[config.mk]
export PLATFORM = sky130hd
export DESIGN_NAME = gate_sweep_controller
export DESIGN_NICKNAME = d
export VERILOG_FILES = /design/src/rtl/gate_sweep_controller.sv
export SDC_FILE = /design/constraint.sdc
export NUM_CORES = 1
export LEC_CHECK = 0
export BUFFER_PORTS_ARGS = -buffer_cell sky130_fd_sc_hd__buf_2
export CELL_PAD_IN_SITES_DETAIL_PLACEMENT = 2
export CELL_PAD_IN_SITES_GLOBAL_PLACEMENT = 2
export CORE_ASPECT_RATIO = 1.5
export CORE_MARGIN = 2
export CORE_UTILIZATION = 30
export DETAILED_ROUTE_END_ITERATION = 8
export HOLD_SLACK_MARGIN = 0.08
export PLACE_DENSITY = 0.74
export SLEW_MARGIN = 40
export SYNTH_ARGS = -nofsm -noshare
export SYNTH_HDL_FRONTEND = slang
export SYNTH_SLANG_ARGS = --single-unit
[constraint.sdc]
create_clock -name clk -period 1.69 [get_ports clk]
set_input_delay 0.169 -clock clk [delete_from_list [all_inputs] [get_ports clk]]
set_output_delay 0.169 -clock clk [all_outputs]
set_load 0.005 [all_outputs]
[src/rtl/gate_sweep_controller.sv]
// Sweeps all four {a,b} vectors through the z = a & ~b gate datapath,
// samples z after a programmable settle time and tallies mismatches.
module gate_sweep_controller #(
  parameter int unsigned SETTLE = 2
) (
  input  logic       clk,
  input  logic       reset,
  input  logic       start,
  input  logic       z,
  output logic       a,
  output logic       b,
  output logic       busy,
  output logic       done,
  output logic       pass,
  output logic [2:0] err_count,
  output logic [1:0] vec_idx
);

  typedef enum logic [2:0] {
    IDLE,
    APPLY,
    WAIT,
    CHECK,
    FINISH
  } state_t;

  localparam logic [7:0] SettleLoad = 8'(SETTLE);

  state_t     state_q, state_d;
  logic [7:0] settle_q, settle_d;
  logic [1:0] idx_q, idx_d;
  logic [2:0] err_q, err_d;
  logic       pass_q, pass_d;
  logic       mismatch;

  always_ff @(posedge clk) begin
    if (reset) begin
      state_q  <= IDLE;
      settle_q <= 8'd0;
      idx_q    <= 2'd0;
      err_q    <= 3'd0;
      pass_q   <= 1'b0;
    end else begin
      state_q  <= state_d;
      settle_q <= settle_d;
      idx_q    <= idx_d;
      err_q    <= err_d;
      pass_q   <= pass_d;
    end
  end

  // Expected z is high only for vector 2 (a=1, b=0).
  assign mismatch = (z != (idx_q[1] & ~idx_q[0]));

  always_comb begin
    state_d  = state_q;
    settle_d = settle_q;
    idx_d    = idx_q;
    err_d    = err_q;
    pass_d   = pass_q;
    case (state_q)
      IDLE: begin
        if (start) begin
          state_d = APPLY;
          idx_d   = 2'd0;
          err_d   = 3'd0;
          pass_d  = 1'b0;
        end
      end
      APPLY: begin
        settle_d = SettleLoad;
        state_d  = (SettleLoad == 8'd0) ? CHECK : WAIT;
      end
      WAIT: begin
        settle_d = settle_q - 8'd1;
        if (settle_q <= 8'd1) begin
          state_d = CHECK;
        end
      end
      CHECK: begin
        err_d = err_q + {2'b00, mismatch};
        if (idx_q == 2'd3) begin
          state_d = FINISH;
          pass_d  = (err_d == 3'd0);
        end else begin
          idx_d   = idx_q + 2'd1;
          state_d = APPLY;
        end
      end
      FINISH: begin
        state_d = IDLE;
      end
      default: begin
        state_d = IDLE;
      end
    endcase
  end

  // a/b come straight from the vector index register, so they are glitch-free.
  assign a         = idx_q[1];
  assign b         = idx_q[0];
  assign vec_idx   = idx_q;
  assign err_count = err_q;
  assign pass      = pass_q;
  assign busy      = (state_q == APPLY) || (state_q == WAIT) || (state_q == CHECK);
  assign done      = (state_q == FINISH);

endmodule

# Word-level counts from Yosys, hierarchy flattened
# Index checks and enable logic that the tools add are counted.
[op_classes]
reduce_logical = 10
n_mux = 13
bitwise_logic = 2
n_lt_le_gt_ge = 1
n_addsub = 3
eq_ne = 10
[op_table]
columns = ["op", "n"]
rows = [
  ["8-bit one-hot mux with 2 select lines", 1],
  ["3-bit 2-to-1 mux", 4],
  ["3-bit one-hot mux with 4 select lines", 1],
  ["8-bit by 1-bit less-or-equal comparator with 1-bit output (second input constant)", 1],
  ["2-bit != test (second input constant)", 4],
  ["8-bit by 1-bit subtractor with 8-bit output (second input constant)", 1],
  ["3-bit by 2-bit == test with 1-bit output (second input constant)", 2],
  ["3-bit logical NOT", 2],
  ["3-bit one-hot mux with 2 select lines", 1],
  ["3-bit AND reduction", 2],
  ["2-bit 2-to-1 mux", 2],
  ["2-bit one-hot mux with 2 select lines", 1],
  ["2-bit AND reduction", 2],
  ["2-bit nonzero test", 2],
  ["3-bit by 1-bit adder with 3-bit output", 1],
  ["3-bit by 1-bit == test with 1-bit output (second input constant)", 1],
  ["3-bit == test (second input constant)", 1],
  ["2-bit by 1-bit adder with 2-bit output (second input constant)", 1],
  ["2-bit == test (second input constant)", 1],
  ["1-bit logical OR", 2],
  ["1-bit 2-to-1 mux", 2],
  ["1-bit one-hot mux with 2 select lines", 1],
  ["1-bit AND", 1],
  ["1-bit != test", 1],
  ["1-bit NOT", 1],
]
[totals]
ff_bits = 17

# Logic depth before layout (Yosys ltp)
[logic_depth]
depth_word = 7
depth_mapped = 8
ltp_nobuf = 8

# Worst setup path after synthesis
# OpenSTA, ideal clock, no wires.
[synth_timing]
path_type = "reg2reg"
startpoint = "register idx_q[0], in the netlist vec_idx[0]"
endpoint = "register pass_q, in the netlist pass"
path_slack_ns = -0.221
t_required_ns = 1.620
n_path_buf = 0
t_arrival_ns = 1.841
period_less_slack_ns = 1.911
path_stages_with_launch = 8
cell_sequence = "dfxtp_1 inv_1 ha_1 xor2_1 ha_1 ha_1 or4_1 a21oi_1"
[synth_between]
elab_chain_cells = 7
elab_cells_between_ends = 10
[synth_rtl]
columns = ["item", "line_no", "text"]
rows = [
  ["start: declaration", "31", "logic [1:0] idx_q, idx_d;"],
  ["start signal: assignment", "46", "idx_q <= idx_d;"],
  ["1-bit NOT", "53", "assign mismatch = (z != (idx_q[1] & ~idx_q[0]));"],
  ["1-bit AND", "53", ""],
  ["1-bit != test", "53", ""],
  ["3-bit by 1-bit adder with 3-bit output", "81", "err_d = err_q + {2'b00, mismatch};"],
  ["3-bit logical NOT", "84", "pass_d = (err_d == 3'd0);"],
  ["1-bit 2-to-1 mux", "82", "if (idx_q == 2'd3) begin"],
  ["1-bit one-hot mux with 2 select lines", "61", "case (state_q)"],
  ["end signal: assignment", "48", "pass_q <= pass_d;"],
  ["end: declaration", "33", "logic pass_q, pass_d;"],
]
# Parallel ways exist; a longest one is shown, timed or not. The select of a mux whose other input is x is not followed.
# A chain may end at the register's enable or synchronous reset.

# Final worst setup path
# Same ends and word-level chain as after synthesis.

==> parameters.txt <==
Parameter                              Value

Worst setup path
  Kind of end point of the critical path ... flop
  Maximum fanout encountered on the critical timing path ... 2
  Slowest-stage cell, CP ... sky130_fd_sc_hd__or4_4
  Data arrival time at the worst-slack endpoint ... ~2.0 ns
  Sort of element at the start of the critical path ... flop
  Critical path's most frequent cell ... sky130_fd_sc_hd__ha_4
  Delay of the slowest cell on the worst path ... 0.53 ns
  Startpoint of the most critical setup path ... vec_idx[0]$_SDFFE_PP0P_
  Critical R2R Launch ... vec_idx[0]$_SDFFE_PP0P_
  Type of the setup path with the least slack ... flop to flop
  Cells along the critical path ... inv_2 > ha_4 > xor2_2 > ha_2 > ha_4 > or4_4 > a21oi_2
  Required time of the worst setup path ... about 1.9 ns

Routing
  Average routed wire per standard cell ... 16.6 µm
  Number of vias per cell after detailed routing ... around 5.3
  DRC viols ... 0
  Drt total wl ... roughly 2900 µm
  Count of vias placed by the detailed router ... between 900 and 1000
  Drt first pass iters ... 3
  Antenna-violating nets left ... 0
  Detailed router's first-iteration violation count ... 22

Finish
  Synthesis-to-layout area growth ... 29.3%
  Share of cells above drive strength 1 ... 0.368
  Diode insertion count for antenna repair ... 0
  Most frequent cells in the layout ... 13 x sky130_fd_sc_hd__dfxtp_1, 13 x sky130_fd_sc_hd__buf_2, 13 x sky130_fd_sc_hd__buf_4
  Post-route cell area ... ~0.0013 mm²
  Share of the core filled with cells in the final layout ... 0.402
  Layout Nets ... 147

Synth
  Register area share after synthesis ... 0.350
  Number of enable flip-flop cells after synthesis ... 0
  Synthesized area per cell ... between 8 and 9 µm²
  Netlist area before placement ... around 1000 µm²
  Net Count, Synth ... between 100 and 150
  Async S/R FF share, synth ... 0
  Number of instances in the synthesized netlist ... 113
  Number of distinct library cells after synthesis ... 39
  YS warnings ... 0
  Flip-flop and latch count after synthesis ... 17
  Most used flip-flop cell after synthesis ... sky130_fd_sc_hd__dfxtp_1

Clock tree
  Total number of clock tree sinks ... 17
  Clk Latency, worst-skew pair ... about 0.25 ns
  Number of buffers on the longest clock path ... 2
  Number of hold buffers added after CTS ... 0
  Cell at the root of the clock tree ... sky130_fd_sc_hd__clkbuf_8
  Number of H-tree levels ... 1
  Clock buffer count from CTS ... 3
  TritonCTS clock tree ... yes
  Clock slew at the register clock pins of the worst setup and hold paths ... around 0.070 ns

GRT
  Wire length of the first global-routing pass ... slightly below 5000 µm
  Global routing usage on met1 ... 0.168
  Initial antenna violation count ... 0
  Largest net degree at the start of global routing ... 19
  Remaining global-route overflow ... 0
  Overall track demand over capacity in global routing ... 0.171
  Via count of the first global-routing pass ... roughly 1000
  Met3 track demand over resource ... 0.0264
  Grt met2 use ... 0.355
  Most Crowded Layer GR ... met2

Timing
  Final setup violation count ... 1
  Unrepaired setup endpoints after global routing ... true
  Relative slew slack ... 0.714
  Slew Viols, Final ... 0
  Shortest period the worst path allows ... around 1.8 ns
  Part of the cycle the worst path needs ... 1.08
  Tightest Pin Transition ... between 0.4 and 0.5 ns
  Hold Slack ... 0.297 ns
  Fmax ... around 0.55 GHz
  Number of hold violations in the final report ... 0
  Final worst-path setup slack ... -0.134 ns
  Worst clock skew on the final layout ... between 0.003 and 0.004 ns

Outcome
  Outcome ... complete, but fails checks
  Failing checks ... negative setup slack

Floorplanning
  DIE HEIGHT ... ~74 µm
  Die width ... roughly 51 µm
  Number of placement rows ... 25
  Initial Utilization ... 0.311
  Core region area ... roughly 0.0031 mm²
  Die Outline Area ... between 0.003 and 0.004 mm²
  Ports placed on the boundary ... 14

Hold path
  Start point of the worst min-delay path ... reset
  Tightest Hold Check Type ... input pin to flop

Placed design
  Total placed instance area ... roughly 0.0012 mm²
  Weighted congestion reported at the end of routability-driven placement ... about 0.75
  HPWL after detailed placement ... between 2000 and 2500 µm
  Number of buffers inserted by port buffering ... 13

Pwr
  Switching power ... 0.725 mW
  Total internal power ... ~1.1 mW
  Proportion of power drawn by combinational gates ... 0.478
  Power per cell area ... approximately 1500 mW/mm²
  Clock power frac ... 0.172
  Switch share ... 0.396
  Cell leakage power ... 0.495 nW
  Power Total ... 1.83 mW
  Largest vdd supply drop ... 0.560 mV
  Share of power burned in registers ... 0.350

Run
  Max cap viols ... 0
==> final timing paths <==
check,slack (ns),depth (start not counted),end
setup / recovery,-0.13,7,pass$_SDFFE_PP0P_
setup reg to reg,-0.13,7,pass$_SDFFE_PP0P_
hold reg to reg,0.50,2,err_count[0]$_SDFFE_PP0P_
hold / removal,0.30,2,state_q[2]$_SDFFE_PP0P_
==> power groups by stage <==
stage	Combinational [mW]	Clock, mW	Sequential, mW
after floorplan	0.541	0	0.578
after global placement	0.755	0	0.626
after detailed placement	0.798	0	0.636
after CTS	0.870	0.322	0.634
after global routing	0.986	0.334	0.662
final	0.874	0.315	0.641
==> area by class of cell <==
type,instances,area [µm²]
Tap cell,40,50.0
Timing Repair Buffer,27,183
Multi-Input combinational cell,80,601
Clock buffer,4,45.0
Fill cell,376,1870
Sequential cell,17,350
Inverter,8,30.0
==> cells in the mapped netlist, drive strengths merged (2+ instances only) <==
library cell,count,area share
or3,3,0.019
inv,8,0.031
xor2,2,0.018
buf,7,0.046
a21oi,8,0.041
o2111ai,2,0.018
or3b,2,0.018
ha,6,0.077
or4b,2,0.021
nor2,8,0.031
nand3,5,0.026
nand2,7,0.027
nand4b,2,0.018
a311oi,3,0.027
o21ai,5,0.026
o311ai,2,0.018
or4,3,0.024
nor3,3,0.015
dfxtp,17,0.35
a31oi,3,0.019
==> kinds of logic (layout without fill, tap and decap cells) <==
kind of cell    count (synthesis)  count (layout)  share of synthesized area
compound gates                 29              29                      0.202
fa+ha+maj                       6               6                     0.0771
xor+xnor                        3               3                     0.0270
simple gates                   42              42                      0.253
flops                          17              17                      0.350
buf+inv                        16              39                     0.0913
==> timing repair <==
action                                  4_1_cts  5_1_grt
pin swaps                                     6        5
cloned                                        0        0
resized for setup                             6        6
buffers inserted                              2        1
endpoints found under the setup margin        2        7
==> state kept, by name, summed over array words and instances, names as in the netlist <==
register   flops
state_q        3
settle_q       8
vec_idx        2
err_count      3
pass           1
==> routing by layer <==
| layer | part of all wire | routed length [µm] | up-vias |
|---|---|---|---|
| li1 | - | - | 464 |
| met3 | 0.020 | 58 | 5 |
| met5 | 0 | 0 | - |
| met4 | 0.011 | 33 | 0 |
| met1 | 0.39 | 1150 | 458 |
| met2 | 0.57 | 1680 | 11 |
==> stage by stage <==
stage | std cells | TNS [ns] | setup slack, ns
after floorplan | 113 | -0.0841 | -0.0841
after global placement | 169 | -0.0755 | -0.0755
after detailed placement | 169 | -0.185 | -0.175
after CTS | 175 | -0.152 | -0.152
after global routing | 176 | -0.172 | -0.170
final | 176 | -0.134 | -0.134
==> critical path: cells and delay by family (launching register included) <==
kind	cells	cell delay, ns
fa+ha+maj	3	0.55
buf+inv	1	0.04
compound gates	1	0.16
simple gates	1	0.53
flops	1	0.35
xor+xnor	1	0.14
Note: power is estimated with default switching activity, not from simulation.
